### src/rtl/seg_pkg.sv
// Shared types, segment table and BCD helpers for the two-digit counter.
// Optional feature macro: SEG_AUTO_REPEAT_EN (auto-repeat while held).
package seg_pkg;

   typedef enum logic [1:0] {
      DEB_IDLE,
      DEB_ARMING,
      DEB_HELD,
      DEB_RELEASING
   } deb_state_e;

   localparam logic [6:0] SEG_BLANK = 7'h7F;

   // seg[6:0] = g,f,e,d,c,b,a, active-low
   localparam logic [6:0] SEG_TABLE [10] = '{
      7'h40, 7'h79, 7'h24, 7'h30, 7'h19,
      7'h12, 7'h02, 7'h78, 7'h00, 7'h10
   };

   function automatic logic [6:0] seg_decode(input logic [3:0] d);
      logic [6:0] p;
      p = SEG_BLANK;
      if (d < 4'd10) p = SEG_TABLE[d];
      return p;
   endfunction

   function automatic logic [7:0] bcd_inc(input logic [7:0] v);
      logic [3:0] t;
      logic [3:0] u;
      t = v[7:4];
      u = v[3:0];
      if (u == 4'd9) begin
         u = 4'd0;
         t = (t == 4'd9) ? 4'd0 : t + 4'd1;
      end else begin
         u = u + 4'd1;
      end
      return {t, u};
   endfunction

   function automatic logic [7:0] bcd_dec(input logic [7:0] v);
      logic [3:0] t;
      logic [3:0] u;
      t = v[7:4];
      u = v[3:0];
      if (u == 4'd0) begin
         u = 4'd9;
         t = (t == 4'd0) ? 4'd9 : t - 4'd1;
      end else begin
         u = u - 4'd1;
      end
      return {t, u};
   endfunction

endpackage

### src/rtl/btn_debounce.sv
// Button synchronizer + debounce FSM producing a one-cycle press pulse.
// SEG_AUTO_REPEAT_EN adds periodic extra pulses while the button is held.
module btn_debounce
   import seg_pkg::*;
#(
   parameter int DEB_CYCLES    = 4,
   parameter int REPEAT_CYCLES = 16
) (
   input  logic clk,
   input  logic rst_n,
   input  logic btn,
   output logic press
);

   localparam int DW = $clog2(DEB_CYCLES + 1);
   localparam logic [DW-1:0] DEB_LAST = DW'(DEB_CYCLES - 1);

   logic [1:0]    sync_q;
   logic          lvl;
   deb_state_e    state_q, state_d;
   logic [DW-1:0] cnt_q, cnt_d;
   logic          arm_fire;
   logic          rep_fire;
   logic          press_q, press_d;

   assign lvl = sync_q[1];

   always_comb begin
      state_d  = state_q;
      cnt_d    = cnt_q;
      arm_fire = 1'b0;
      unique case (state_q)
         DEB_IDLE: begin
            if (lvl) begin
               state_d = DEB_ARMING;
               cnt_d   = '0;
            end
         end
         DEB_ARMING: begin
            if (!lvl) begin
               state_d = DEB_IDLE;
            end else if (cnt_q == DEB_LAST) begin
               state_d  = DEB_HELD;
               arm_fire = 1'b1;
            end else begin
               cnt_d = cnt_q + 1'b1;
            end
         end
         DEB_HELD: begin
            if (!lvl) begin
               state_d = DEB_RELEASING;
               cnt_d   = '0;
            end
         end
         DEB_RELEASING: begin
            if (lvl) begin
               state_d = DEB_HELD;
            end else if (cnt_q == DEB_LAST) begin
               state_d = DEB_IDLE;
            end else begin
               cnt_d = cnt_q + 1'b1;
            end
         end
         default: state_d = DEB_IDLE;
      endcase
   end

`ifdef SEG_AUTO_REPEAT_EN
   localparam int RW = $clog2(REPEAT_CYCLES + 1);
   localparam logic [RW-1:0] REP_LAST = RW'(REPEAT_CYCLES - 1);

   logic [RW-1:0] rep_q, rep_d;

   // restarts from zero on every entry to HELD
   always_comb begin
      rep_d    = '0;
      rep_fire = 1'b0;
      if (state_q == DEB_HELD) begin
         if (rep_q == REP_LAST) begin
            rep_fire = 1'b1;
         end else begin
            rep_d = rep_q + 1'b1;
         end
      end
   end

   always_ff @(posedge clk or negedge rst_n) begin
      if (!rst_n) rep_q <= '0;
      else        rep_q <= rep_d;
   end
`else
   assign rep_fire = (REPEAT_CYCLES < 0);
`endif

   assign press_d = arm_fire | rep_fire;
   assign press   = press_q;

   always_ff @(posedge clk or negedge rst_n) begin
      if (!rst_n) begin
         sync_q  <= '0;
         state_q <= DEB_IDLE;
         cnt_q   <= '0;
         press_q <= 1'b0;
      end else begin
         sync_q  <= {sync_q[0], btn};
         state_q <= state_d;
         cnt_q   <= cnt_d;
         press_q <= press_d;
      end
   end

endmodule

### src/rtl/seg_counter_ctrl.sv
// Two-digit BCD up/down counter with debounced buttons and muxed 7-seg.
// SEG_AUTO_REPEAT_EN enables auto-repeat on held buttons.
module seg_counter_ctrl
   import seg_pkg::*;
#(
   parameter int DEB_CYCLES    = 4,
   parameter int SCAN_CYCLES   = 8,
   parameter int REPEAT_CYCLES = 16
) (
   input  logic       clk,
   input  logic       rst_n,
   input  logic       b_up,
   input  logic       b_dn,
   output logic [6:0] seg,
   output logic       dp,
   output logic [1:0] an,
   output logic [7:0] count
);

   localparam int SW = $clog2(SCAN_CYCLES + 1);
   localparam logic [SW-1:0] SCAN_LAST = SW'(SCAN_CYCLES - 1);

   logic          up_p, dn_p;
   logic [7:0]    count_q, count_d;
   logic [SW-1:0] scan_q, scan_d;
   logic          sel_q, sel_d;
   logic [1:0]    an_q, an_d;
   logic [6:0]    seg_q, seg_d;

   btn_debounce #(
      .DEB_CYCLES    (DEB_CYCLES),
      .REPEAT_CYCLES (REPEAT_CYCLES)
   ) u_up (
      .clk   (clk),
      .rst_n (rst_n),
      .btn   (b_up),
      .press (up_p)
   );

   btn_debounce #(
      .DEB_CYCLES    (DEB_CYCLES),
      .REPEAT_CYCLES (REPEAT_CYCLES)
   ) u_dn (
      .clk   (clk),
      .rst_n (rst_n),
      .btn   (b_dn),
      .press (dn_p)
   );

   // simultaneous up and down cancel out
   always_comb begin
      count_d = count_q;
      unique case ({up_p, dn_p})
         2'b10:   count_d = bcd_inc(count_q);
         2'b01:   count_d = bcd_dec(count_q);
         default: count_d = count_q;
      endcase
   end

   // sel=0 drives units (an=10), sel=1 drives tens (an=01)
   always_comb begin
      scan_d = scan_q + 1'b1;
      sel_d  = sel_q;
      if (scan_q == SCAN_LAST) begin
         scan_d = '0;
         sel_d  = ~sel_q;
      end
      an_d  = sel_d ? 2'b01 : 2'b10;
      seg_d = seg_decode(sel_d ? count_q[7:4] : count_q[3:0]);
   end

   always_ff @(posedge clk or negedge rst_n) begin
      if (!rst_n) begin
         count_q <= 8'h00;
         scan_q  <= '0;
         sel_q   <= 1'b0;
         an_q    <= 2'b10;
         seg_q   <= 7'h40;
      end else begin
         count_q <= count_d;
         scan_q  <= scan_d;
         sel_q   <= sel_d;
         an_q    <= an_d;
         seg_q   <= seg_d;
      end
   end

   assign count = count_q;
   assign an    = an_q;
   assign seg   = seg_q;
   assign dp    = 1'b1;

endmodule

### config.mk
export PLATFORM = sky130hd
export DESIGN_NAME = seg_counter_ctrl
export DESIGN_NICKNAME = d
export VERILOG_FILES = /design/src/rtl/seg_pkg.sv /design/src/rtl/btn_debounce.sv /design/src/rtl/seg_counter_ctrl.sv
export SDC_FILE = /design/constraint.sdc
export NUM_CORES = 1
export LEC_CHECK = 0
export CAP_MARGIN = 20
export CORE_MARGIN = 4
export CORE_UTILIZATION = 32
export CTS_CLUSTER_DIAMETER = 30
export DETAILED_ROUTE_END_ITERATION = 8
export GPL_ROUTABILITY_DRIVEN = 1
export PLACE_DENSITY = 0.48
export SLEW_MARGIN = 5
export SYNTH_ARGS = -nofsm -noshare
export SYNTH_HDL_FRONTEND = slang
export SYNTH_SLANG_ARGS = --single-unit
### constraint.sdc
create_clock -name clk -period 2.4 [get_ports clk]
set_input_delay 0.48 -clock clk [delete_from_list [all_inputs] [get_ports clk]]
set_output_delay 0.48 -clock clk [all_outputs]
set_load 0.02 [all_outputs]
==> results of run 1 <==
[metal layers]
layer | vias up | part of all wire [%] | global-route usage (%)
li1 | 772 | - | -
met1 | 752 | 50 | 15.5
met2 | 21 | 44 | 18.1
met3 | 7 | 3.8 | 3.07
met4 | 0 | 1.8 | 4.95
met5 | - | 0 | 0
[kinds of logic after synthesis]
| logic type | Yosys count | synth area share [%] |
|---|---|---|
| other | 1 | 0.181 |
| flip-flops | 37 | 44.8 |
| XOR/XNOR | 9 | 4.71 |
| AND/OR/NAND/NOR | 50 | 13.9 |
| AO/OA/AOI/OAI | 61 | 20.5 |
| multiplexers | 8 | 4.10 |
| adder cells (fa/ha/maj) | 9 | 5.43 |
| buffers and inverters | 27 | 6.40 |
[final cells by class]
| cell class | count | area [um2] |
|---|---|---|
| fill | 640 | 3890 |
| multi-input combinational | 138 | 1010 |
| sequential | 37 | 928 |
| timing repair buffer | 27 | 248 |
| tap | 77 | 96.3 |
| clock buffer | 5 | 68.8 |
| inverter | 13 | 51.3 |
| clock inverter | 3 | 21.3 |
[where the power goes]
| group | leakage (nW) | internal (mW) | switching (mW) |
|---|---|---|---|
| clock network | 0.0445 | 0.206 | 0.237 |
| logic | 0.567 | 0.397 | 0.405 |
| registers | 0.475 | 0.772 | 0.155 |
[registers in the layout, indices dropped and copies added (netlist names), named ones only]
name,count
u_up.state_q,1
scan_q,4
an,2
u_up.cnt_q,3
u_dn.press,1
count,8
u_dn.state_q,1
seg,7
u_up.press,1
u_up.sync_q,2
u_dn.sync_q,2
u_dn.cnt_q,3
[through the flow]
step | util, % | setup WS, ns | hold WS (ns)
CTS | 38.4 | 0.217 | 0.313
finish | 38.4 | 0.219 | 0.270
global route | 38.4 | 0.0741 | 0.343
global placement | 37.0 | 0.250 | 0.335
floorplan | - | 0.271 | 0.184
detailed placement | 37.0 | 0.233 | 0.335
[worst max-delay path, cell delays in order, from the launching register on]
cell	delay, ns
dfrtp_1	0.38
ha_1	0.26
nand3b_4	0.12
xnor2_4	0.18
inv_4	0.07
nor2_1	0.13
a21oi_1	0.06
ha_1	0.24
nor2b_1	0.14
mux2_2	0.26
a211oi_1	0.17
a21oi_1	0.06
[worst max-delay path by stage]
| stage | start | end | slack (ns) | cells after the start |
|---|---|---|---|---|
| after floorplan | scan_q[0] | seg[0] | 0.27 | 11 |
| after global routing | scan_q[0] | seg[0] | 0.07 | 11 |
| final | scan_q[0] | seg[0] | 0.22 | 11 |
| after detailed placement | scan_q[0] | seg[0] | 0.23 | 11 |
| after global placement | scan_q[0] | seg[0] | 0.25 | 11 |
| after CTS | scan_q[0] | seg[0] | 0.22 | 11 |
[cells in the final DEF (no fill, tap or decap), types with 3 or more instances in the layout]
| cell type | synthesis | final |
|---|---|---|
| nor3b_1 | 3 | 3 |
| buf_4 | 2 | 7 |
| nor2_1 | 9 | 9 |
| mux2_2 | 4 | 4 |
| a21oi_1 | 11 | 11 |
| a22o_1 | 6 | 6 |
| nand3_1 | 4 | 4 |
| nor2b_1 | 7 | 7 |
| xnor2_1 | 6 | 6 |
| a211oi_1 | 3 | 3 |
| clkdlybuf4s50_1 | 0 | 19 |
| dfrtp_1 | 35 | 35 |
| o221ai_1 | 3 | 3 |
| mux2i_1 | 4 | 4 |
| ha_1 | 9 | 9 |
| clkbuf_8 | 0 | 5 |
| nand2_1 | 11 | 11 |
| inv_1 | 11 | 11 |
| nor3_1 | 3 | 3 |
| o21ai_0 | 14 | 14 |
==> results.md, run 1 <==
- Run status: finished clean
- TritonCTS buffer count: 5
- Vertical die dimension: about 88 um
- Final period utilization: 90.9%
- Routed len/inst: 13.6 um
- Power density normalized to cell area: 895 nW/um2
- Antenna cells: 0
- Sequential fraction of the synthesis area: about 45%
- Pleak: 1.09 nW
- Reg clk slew, reported paths: around 0.080 ns
- Source of the worst register-to-register timing path: scan_q[0]
- Count of nets left with antenna violations after detail routing: 0
- CTS tree: done
- Count of final setup violators: 0
- Worst endpoint data arrival time: 2.35 ns
- DRT Pass-1 Iters: 4
- Ratio of cells with drive above 1 in the final layout: 12.1%
- Cell chosen for the clock root: clkbuf_8
- Count of buffers added by post-CTS timing repair for setup: 0
- Setup TNS: 0 ns
- FFs w/ async S/R, synth: 100%
- Count leader, synth: dfrtp_1
- Area growth syn-to-layout: 17.0%
- Power Total: 2.17 mW
- Clock network latency to the later pin of the worst-skew pair: 0.29 ns
- Cell accounting for the most synthesized area: dfrtp_1
- Number of enable-type register cells in the synthesized netlist: 0
- Worst-path maximum fanout: 7
- Maximum buffer depth of the clock tree: 2
- Synthesized Nets: 215
- Critical path start-end classification: flip-flop to flip-flop
- Total track usage: 11.7%
- Area share of the largest cell type after synthesis: 42.2%
- Total via count in the routed design: 1552
- Crit start category: flip-flop
- Worst Tran Pin Value: 0.816 ns
- Final hold violation count: 0
- Top cells by area in the synthesized netlist: dfrtp_1 42%, ha_1 5.4%, o21ai_0 3.4%, a21oi_1 2.7%, dfstp_2 2.5%
- Most frequent cells after synthesis: 35 x dfrtp_1, 14 x o21ai_0, 11 x a21oi_1, 11 x inv_1, 11 x nand2_1
- Hold-fix buffer count after cts: 0
- Total of max-cap violations: 0
- Commonest register cell after synthesis: dfrtp_1
- Via count of the first global-routing pass: 1514
- Worst VDD drop: approximately 0.00034 V
- DPL Wire Length: 2900 um
- Clock sink count: 37
- Floorplan Core Area: about 6300 um2
- Type of element capturing the critical path: flip-flop
- Worst Hold Class: input pin to async pin
- Die width: 88.5 um
- Antenna violations before repair: 0
- Max Freq: 458 MHz
- End of the worst register-to-register path: seg[0]
- Final design instance area without fill: 2430 um2
- Iter 0 DRT Violations: 72
- Standard-cell rows: 29
- Yosys Warn Count: 0
- Post-synthesis register bit count: 37
- Initial Utilization: 32.8%
- Crit path required time: roughly 2.6 ns
- Synth unique cells: 55
- Largest net degree at the start of global routing: 38
- Max Clock Skew: 0.00584 ns
- Register-to-register path setup slack: around 0.22 ns
- Die area: 7830 um2
- Average cell area after synthesis: 10.3 um2
- Final Non-Filler Cells: 300
- Detail-routed via count per cell: approximately 5.2
- Residual DRC: 0
- Placed cells: 292
- Final weighted congestion in routability-driven placement: roughly 0.82
- Number of port buffers: 20
- Htree depth: 2
- Final Max Slew Viols: 0
- Remaining max-slew budget at the tightest pin: 45.6%
- Global-route wire length before repair: 7090 um
- Cell area after placement: 2340 um2
- Number of standard cells after synthesis: 202
- Total gr overflow: 0
- Number of I/O pins: 22
- Total Nets Final: 235
- Shortest period the worst path allows: between 2 and 2.5 ns
- # resized after CTS: 0
- Unrepaired setup endpoints after global routing: false
- R2R cell count: 11
- Final routed wirelength across all metal layers: approximately 4000 um
- Post-synthesis instance area: 2070 um2
No activity file was read; power rests on OpenSTA's default activity.
==> run 2: changes to the inputs <==
DONT_BUFFER_PORTS = 1   (was not set)
PLACE_DENSITY = 0.44   (was 0.48)
==> run 2 against run 1 <==
Non-clock buffer count fell by 15. Sequential power rose by 4.2%. Critical endpoint unchanged. Setup slack got worse by 0.058 ns. Clock-buffer cell count rose by 2. Final area fell by 4.8%. Critical path depth did not move. Sequential share of layout area rose by 1.9 points.
==> results.md, run 2 (synthesized netlist as in run 1, its figures left out) <==
- Initial Utilization: 32.8% (unchanged)
- Crit path required time: 2.57 ns (about the same)
- Shortest period the worst path allows: 2.24 ns (+0.0582 ns)
- Most used cell along the critical path: a21oi_1
- Clock sink count: 37 (unchanged)
- Type of element capturing the critical path: flip-flop
- Crit start category: flip-flop
- Max Freq: 447 MHz (-2.6%)
- Iter 0 DRT Violations: 70 (-2.8%)
- Largest net degree at the start of global routing: 36 (-5.3%)
- Worst endpoint data arrival time: 2.41 ns (+0.06 ns)
- Final weighted congestion in routability-driven placement: 0.789 (-4.3%)
- Area growth syn-to-layout: 11.4%
- Reg clk slew, reported paths: 0.08 ns (about the same)
- TritonCTS buffer count: 5 (unchanged)
- Commonest non-fill, non-tap cell in the layout: dfrtp_1
- Antenna cells: 0 (unchanged)
- Die width: 88.5 um (unchanged)
- Setup TNS: 0 ns (unchanged)
- Htree depth: 2 (unchanged)
- Multi-input logic area: 1010 um2 (+0.25%)
- Final Max Slew Viols: 0 (unchanged)
- Worst VDD drop: 0.000349 V (+2.6%)
- Total Nets Final: 220 (-6.4%)
- Run status: finished clean
- Via count of the first global-routing pass: 1550 (+2.4%)
- Max FFs per register: 8 (unchanged)
- Crit-path slowest cell: dfrtp_1
- Total gr overflow: 0 (unchanged)
- Vertical die dimension: 88.5 um (unchanged)
- Worst-path maximum fanout: 11 (+4)
- Most frequent cells in the layout: 35 x dfrtp_1, 14 x o21ai_0
- Longest individual stage delay on the worst path: 0.38 ns (about the same)
- Filler Cells Inserted: 644 (+0.63%)
- Routed len/inst: 16.0 um (+18%)
- Total of max-cap violations: 0 (unchanged)
- Total track usage: 13.1% (+1.4 points)
- DPL Wire Length: 3200 um (+10%)
- Global-route wire length before repair: 7890 um (+11%)
- Standard-cell rows: 29 (unchanged)
- Number of I/O pins: 22 (unchanged)
- Final hold violation count: 0 (unchanged)
- Residual DRC: 0 (unchanged)
- End of the worst register-to-register path: seg[0]
- Die area: 7830 um2 (unchanged)
- Critical path start-end classification: flip-flop to flip-flop
- Detail-routed via count per cell: 5.41 (+4.5%)
- Remaining max-slew budget at the tightest pin: 56.1% (+11 points)
- Final Non-Filler Cells: 285 (-5.0%)
- Cell breakdown of the critical path: ha_2 > nand3b_4 > xnor2_4 > inv_4 > nor2_1 > a21oi_1 > ha_1 > nor2b_1 > mux2_2 > a211oi_1 > a21oi_1
- Register-to-register path setup slack: 0.16 ns (-0.06 ns)
- Total area of sequential cells: 928 um2 (unchanged)
- R2R cell count: 11 (unchanged)
- Cell chosen for the clock root: clkbuf_8
- CTS tree: done
- Unrepaired setup endpoints after global routing: false
- DRT Pass-1 Iters: 4 (unchanged)
- Ratio of cells with drive above 1 in the final layout: 14.9% (+2.8 points)
- Source of the worst register-to-register timing path: scan_q[0]
- Pleak: 1.05 nW (-3.0%)
- Placed cells: 276 (-5.5%)
- Total via count in the routed design: 1541 (-0.71%)
- Antenna violations before repair: 0 (unchanged)
- Power density normalized to cell area: 974 nW/um2 (+8.7%)
- Maximum buffer depth of the clock tree: 2 (unchanged)
- Worst Tran Pin Value: 0.659 ns (-0.158 ns)
- Final routed wirelength across all metal layers: 4570 um (+12%)
- Count of final setup violators: 0 (unchanged)
- Clock network latency to the later pin of the worst-skew pair: 0.29 ns (about the same)
- Max Clock Skew: 0.00485 ns (-0.000988 ns)
- Count of buffers added by post-CTS timing repair for setup: 0 (unchanged)
- Final period utilization: 93.3% (+2.4 points)
- Number of port buffers: 0 (-100%)
- Count of nets left with antenna violations after detail routing: 0 (unchanged)
- Post-route core utilization: 36.6% (-1.8 points)
- Worst Hold Class: input pin to async pin
- Floorplan Core Area: 6310 um2 (unchanged)
[run 2: cell type report]
cell class | instances | share of cell area [%]
clock buffer | 7 | 3.74
clock inverter | 1 | 1.30
inverter | 13 | 2.22
multi-input combinational | 138 | 43.9
sequential | 37 | 40.2
tap | 77 | 4.17
timing repair buffer | 12 | 4.44
[run 2: power by group]
group	leakage (nW)	total, mW	internal (mW)	switching [mW]
clock	0.0585	0.566	0.339	0.227
combinational	0.520	0.717	0.330	0.386
sequential	0.475	0.966	0.775	0.191
[run 2: layer usage]
layer	GRT usage, %	vias up	routed length (um)
met4	5.08	0	107
met1	18.1	759	2210
met3	3.72	9	249
met5	0	-	0
li1	-	739	-
met2	19.3	34	2010
[run 2: worst max-delay path, delay by kind of cell, from the launching register on]
family	cells	cell delay, ns
xor+xnor	1	0.18
flops	1	0.38
compound gates	3	0.31
fa+ha+maj	2	0.47
buf+inv	1	0.09
simple gates	3	0.41
mux	1	0.28
[run 2: worst max path at each step]
stage | start | end | slack [ns] | cells past startpoint
after global routing | scan_q[0] | seg[0] | 0.02 | 11
after CTS | scan_q[0] | seg[0] | 0.13 | 11
final | scan_q[0] | seg[0] | 0.16 | 11
after detailed placement | scan_q[0] | seg[3] | 0.15 | 10
after global placement | scan_q[0] | seg[0] | 0.21 | 11
after floorplan | scan_q[0] | seg[0] | 0.27 | 11
[run 2: per-stage QoR]
step                      hold slack [ns]  power, mW  setup WS (ns)  instance area, um2
final                              0.0151       2.25          0.161                2310
after global routing              0.00635       2.40         0.0165                2310
after CTS                          0.0107       2.28          0.131                2310
after detailed placement            0.186       1.68          0.153                2170
after global placement              0.186       1.65          0.213                2170
after floorplan                     0.184       1.48          0.271                2070
[run 2: what timing repair did]
| action | 4_1_cts | 5_1_grt |
|---|---|---|
| resized for setup | 0 | 1 |
| hold buffers | 1 | 0 |
| setup endpoints to repair | 0 | 1 |
| endpoints found under the hold margin | 35 | 0 |
==> run 3: changes to the inputs <==
CORE_UTILIZATION = 30   (was 32)
PLACE_DENSITY = 0.42   (was 0.44)
==> run 3 against run 2 <==
Core utilization down 2.9 points. Clock skew about the same. Largest cell class unchanged. Sequential power is 0.7% higher. Register-to-register slack about the same.
==> results.md, run 3 (synthesized netlist as in run 1, its figures left out) <==
- Total of max-cap violations: 0 (unchanged)
- Final hold violation count: 0 (unchanged)
- TritonCTS buffer count: 5 (unchanged)
- Htree depth: 2 (unchanged)
- Remaining max-slew budget at the tightest pin: 54.6% (-1.5 points)
- Most frequent cells in the layout: 35 x dfrtp_1, 14 x o21ai_0, 11 x inv_1, 11 x nand2_1, 11 x a21oi_1
- Residual DRC: 0 (unchanged)
- Via count of the first global-routing pass: 1513 (-2.4%)
- Clock network latency to the later pin of the worst-skew pair: 0.29 ns (about the same)
- Total track usage: 11.8% (-1.3 points)
- DRT Pass-1 Iters: 5 (+1)
- Total gr overflow: 0 (unchanged)
- CTS tree: done
- Worst endpoint data arrival time: 2.42 ns (about the same)
- Die width: 91.1 um (+3.0%)
- Cell chosen for the clock root: clkbuf_8
- Worst Hold Class: input pin to async pin
- Cell breakdown of the critical path: ha_2 > nand3b_4 > xnor2_4 > inv_4 > nor2_1 > a21oi_1 > ha_1 > nor2b_1 > mux2_2 > a211oi_1 > a21oi_1
- Pleak: 1.03 nW (-2.0%)
- Final weighted congestion in routability-driven placement: 0.833 (+5.6%)
- Die area: 8300 um2 (+6.1%)
- Power Total: 2.08 mW (-7.4%)
- Final Max Slew Viols: 0 (unchanged)
- Iter 0 DRT Violations: 181 (+160%)
- Count of final setup violators: 0 (unchanged)
- Commonest non-fill, non-tap cell in the layout: dfrtp_1
- Number of I/O pins: 22 (unchanged)
- Critical path start-end classification: flip-flop to flip-flop
- DPL Wire Length: 3120 um (-2.4%)
- Standard-cell rows: 30 (+3.4%)
- Post-route core utilization: 33.6% (-2.9 points)
- Final routed wirelength across all metal layers: 4580 um (+0.28%)
- Antenna violations before repair: 0 (unchanged)
- Crit path required time: 2.57 ns (about the same)
- Number of port buffers: 0 (unchanged)
- Global-route wire length before repair: 7850 um (-0.52%)
- Final design instance area without fill: 2270 um2 (-1.6%)
- Longest individual stage delay on the worst path: 0.38 ns (about the same)
- Ratio of cells with drive above 1 in the final layout: 13.5% (-1.4 points)
- Total via count in the routed design: 1554 (+0.84%)
- Vertical die dimension: 91.1 um (+3.0%)
- Largest net degree at the start of global routing: 36 (unchanged)
- Floorplan Core Area: 6760 um2 (+7.0%)
- Worst-path maximum fanout: 6 (-5)
- Maximum buffer depth of the clock tree: 2 (unchanged)
- Routed len/inst: 16.0 um (-0.41%)
- Detail-routed via count per cell: 5.41 (+0.14%)
- Cell area after placement: 2160 um2 (-0.52%)
- Max Clock Skew: 0.00451 ns (-0.000337 ns)
- Crit start category: flip-flop
- Final Hold Slack: 0.0162 ns (+0.00112 ns)
- Run status: finished clean
- Filler Cells Inserted: 680 (+5.6%)
- Clock sink count: 37 (unchanged)
- Power density normalized to cell area: 916 nW/um2 (-5.9%)
- Count of nets left with antenna violations after detail routing: 0 (unchanged)
- Crit-path slowest cell: dfrtp_1
- Family with the most delay on the worst path: adder cells
- Max FFs per register: 8 (unchanged)
- Total Nets Final: 219 (-0.45%)
- Buf+Inv Stages, Crit Path: 1 (unchanged)
- Final period utilization: 93.8% (+0.45 points)
- Antenna cells: 0 (unchanged)
- Worst Tran Pin Value: 0.682 ns (+0.0231 ns)
- Reg clk slew, reported paths: 0.08 ns (about the same)
- Max Freq: 444 MHz (-0.48%)
- Worst VDD drop: 0.000422 V (+21%)
- Shortest period the worst path allows: 2.25 ns (+0.0108 ns)
- Initial Utilization: 30.7% (-2.2 points)
- Most used cell along the critical path: a21oi_1
- Type of element capturing the critical path: flip-flop
- Area growth syn-to-layout: 9.66%
run 3: per-stage QoR:
| stage | setup WS (ns) | setup TNS, ns | instances |
|---|---|---|---|
| 6_report | 0.150 | 0 | 287 |
| 5_1_grt | -0.0197 | -0.0197 | 287 |
| 4_1_cts | 0.130 | 0 | 286 |
| 3_5_place_dp | 0.165 | 0 | 277 |
| 3_3_place_gp | 0.245 | 0 | 277 |
| 2_1_floorplan | 0.271 | 0 | 202 |
run 3: report_power, final:
| group | total [mW] | switching [mW] | internal [mW] | leakage, nW |
|---|---|---|---|---|
| Sequential | 0.973 | 0.199 | 0.774 | 0.475 |
| Clock | 0.432 | 0.228 | 0.204 | 0.0422 |
| Combinational | 0.678 | 0.368 | 0.309 | 0.515 |
| Total | 2.08 | 0.795 | 1.29 | 1.03 |
run 3: worst paths after layout:
| path | depth (start not counted) | from | end | slack (ns) |
|---|---|---|---|---|
| setup / recovery | 11 | scan_q[0] | seg[0] | 0.15 |
| hold / removal | 1 | rst_n | scan_q[2] | 0.02 |
| setup reg to reg | 11 | scan_q[0] | seg[0] | 0.15 |
| hold reg to reg | 0 | u_up.sync_q[0] | u_up.sync_q[1] | 0.35 |
| max in group asynchronous | 1 | rst_n | an[1] | 1.79 |
| min in group clk | 0 | b_up | u_up.sync_q[0] | 0.21 |
run 3: timing repair:
action                                  in CTS  in global routing
hold buffers                                 1                  1
resized for setup                            0                  1
endpoints found under the setup margin       0                  1
buffers inserted                             0                  0
hold endpoints to repair                    35                  1
run 3: area by class of cell:
class	count	area, um2	area share [%]
Multi-Input combinational cell	138	1010	44.6
Timing Repair Buffer	11	97.6	4.29
Inverter	13	51.3	2.26
Clock buffer	7	76.3	3.36
Clock inverter	1	5.00	0.220
Sequential cell	37	928	40.8
Tap cell	80	100	4.40
run 3: worst reg2reg max path, cell delays in order (launching register included):
cell and delay, ns:
dfrtp_1 0.38, ha_2 0.24, nand3b_4 0.11, xnor2_4 0.18
inv_4 0.07, nor2_1 0.14, a21oi_1 0.06, ha_1 0.24
nor2b_1 0.15, mux2_2 0.29, a211oi_1 0.19, a21oi_1 0.07
run 3: layer usage:
layer	vias to the layer above	wire length (um)	GRT usage [%]
li1	733	-	-
met1	779	2100	15.8
met2	38	2220	18.3
met3	4	220	3.81
met4	0	44	3.39
met5	-	0	0
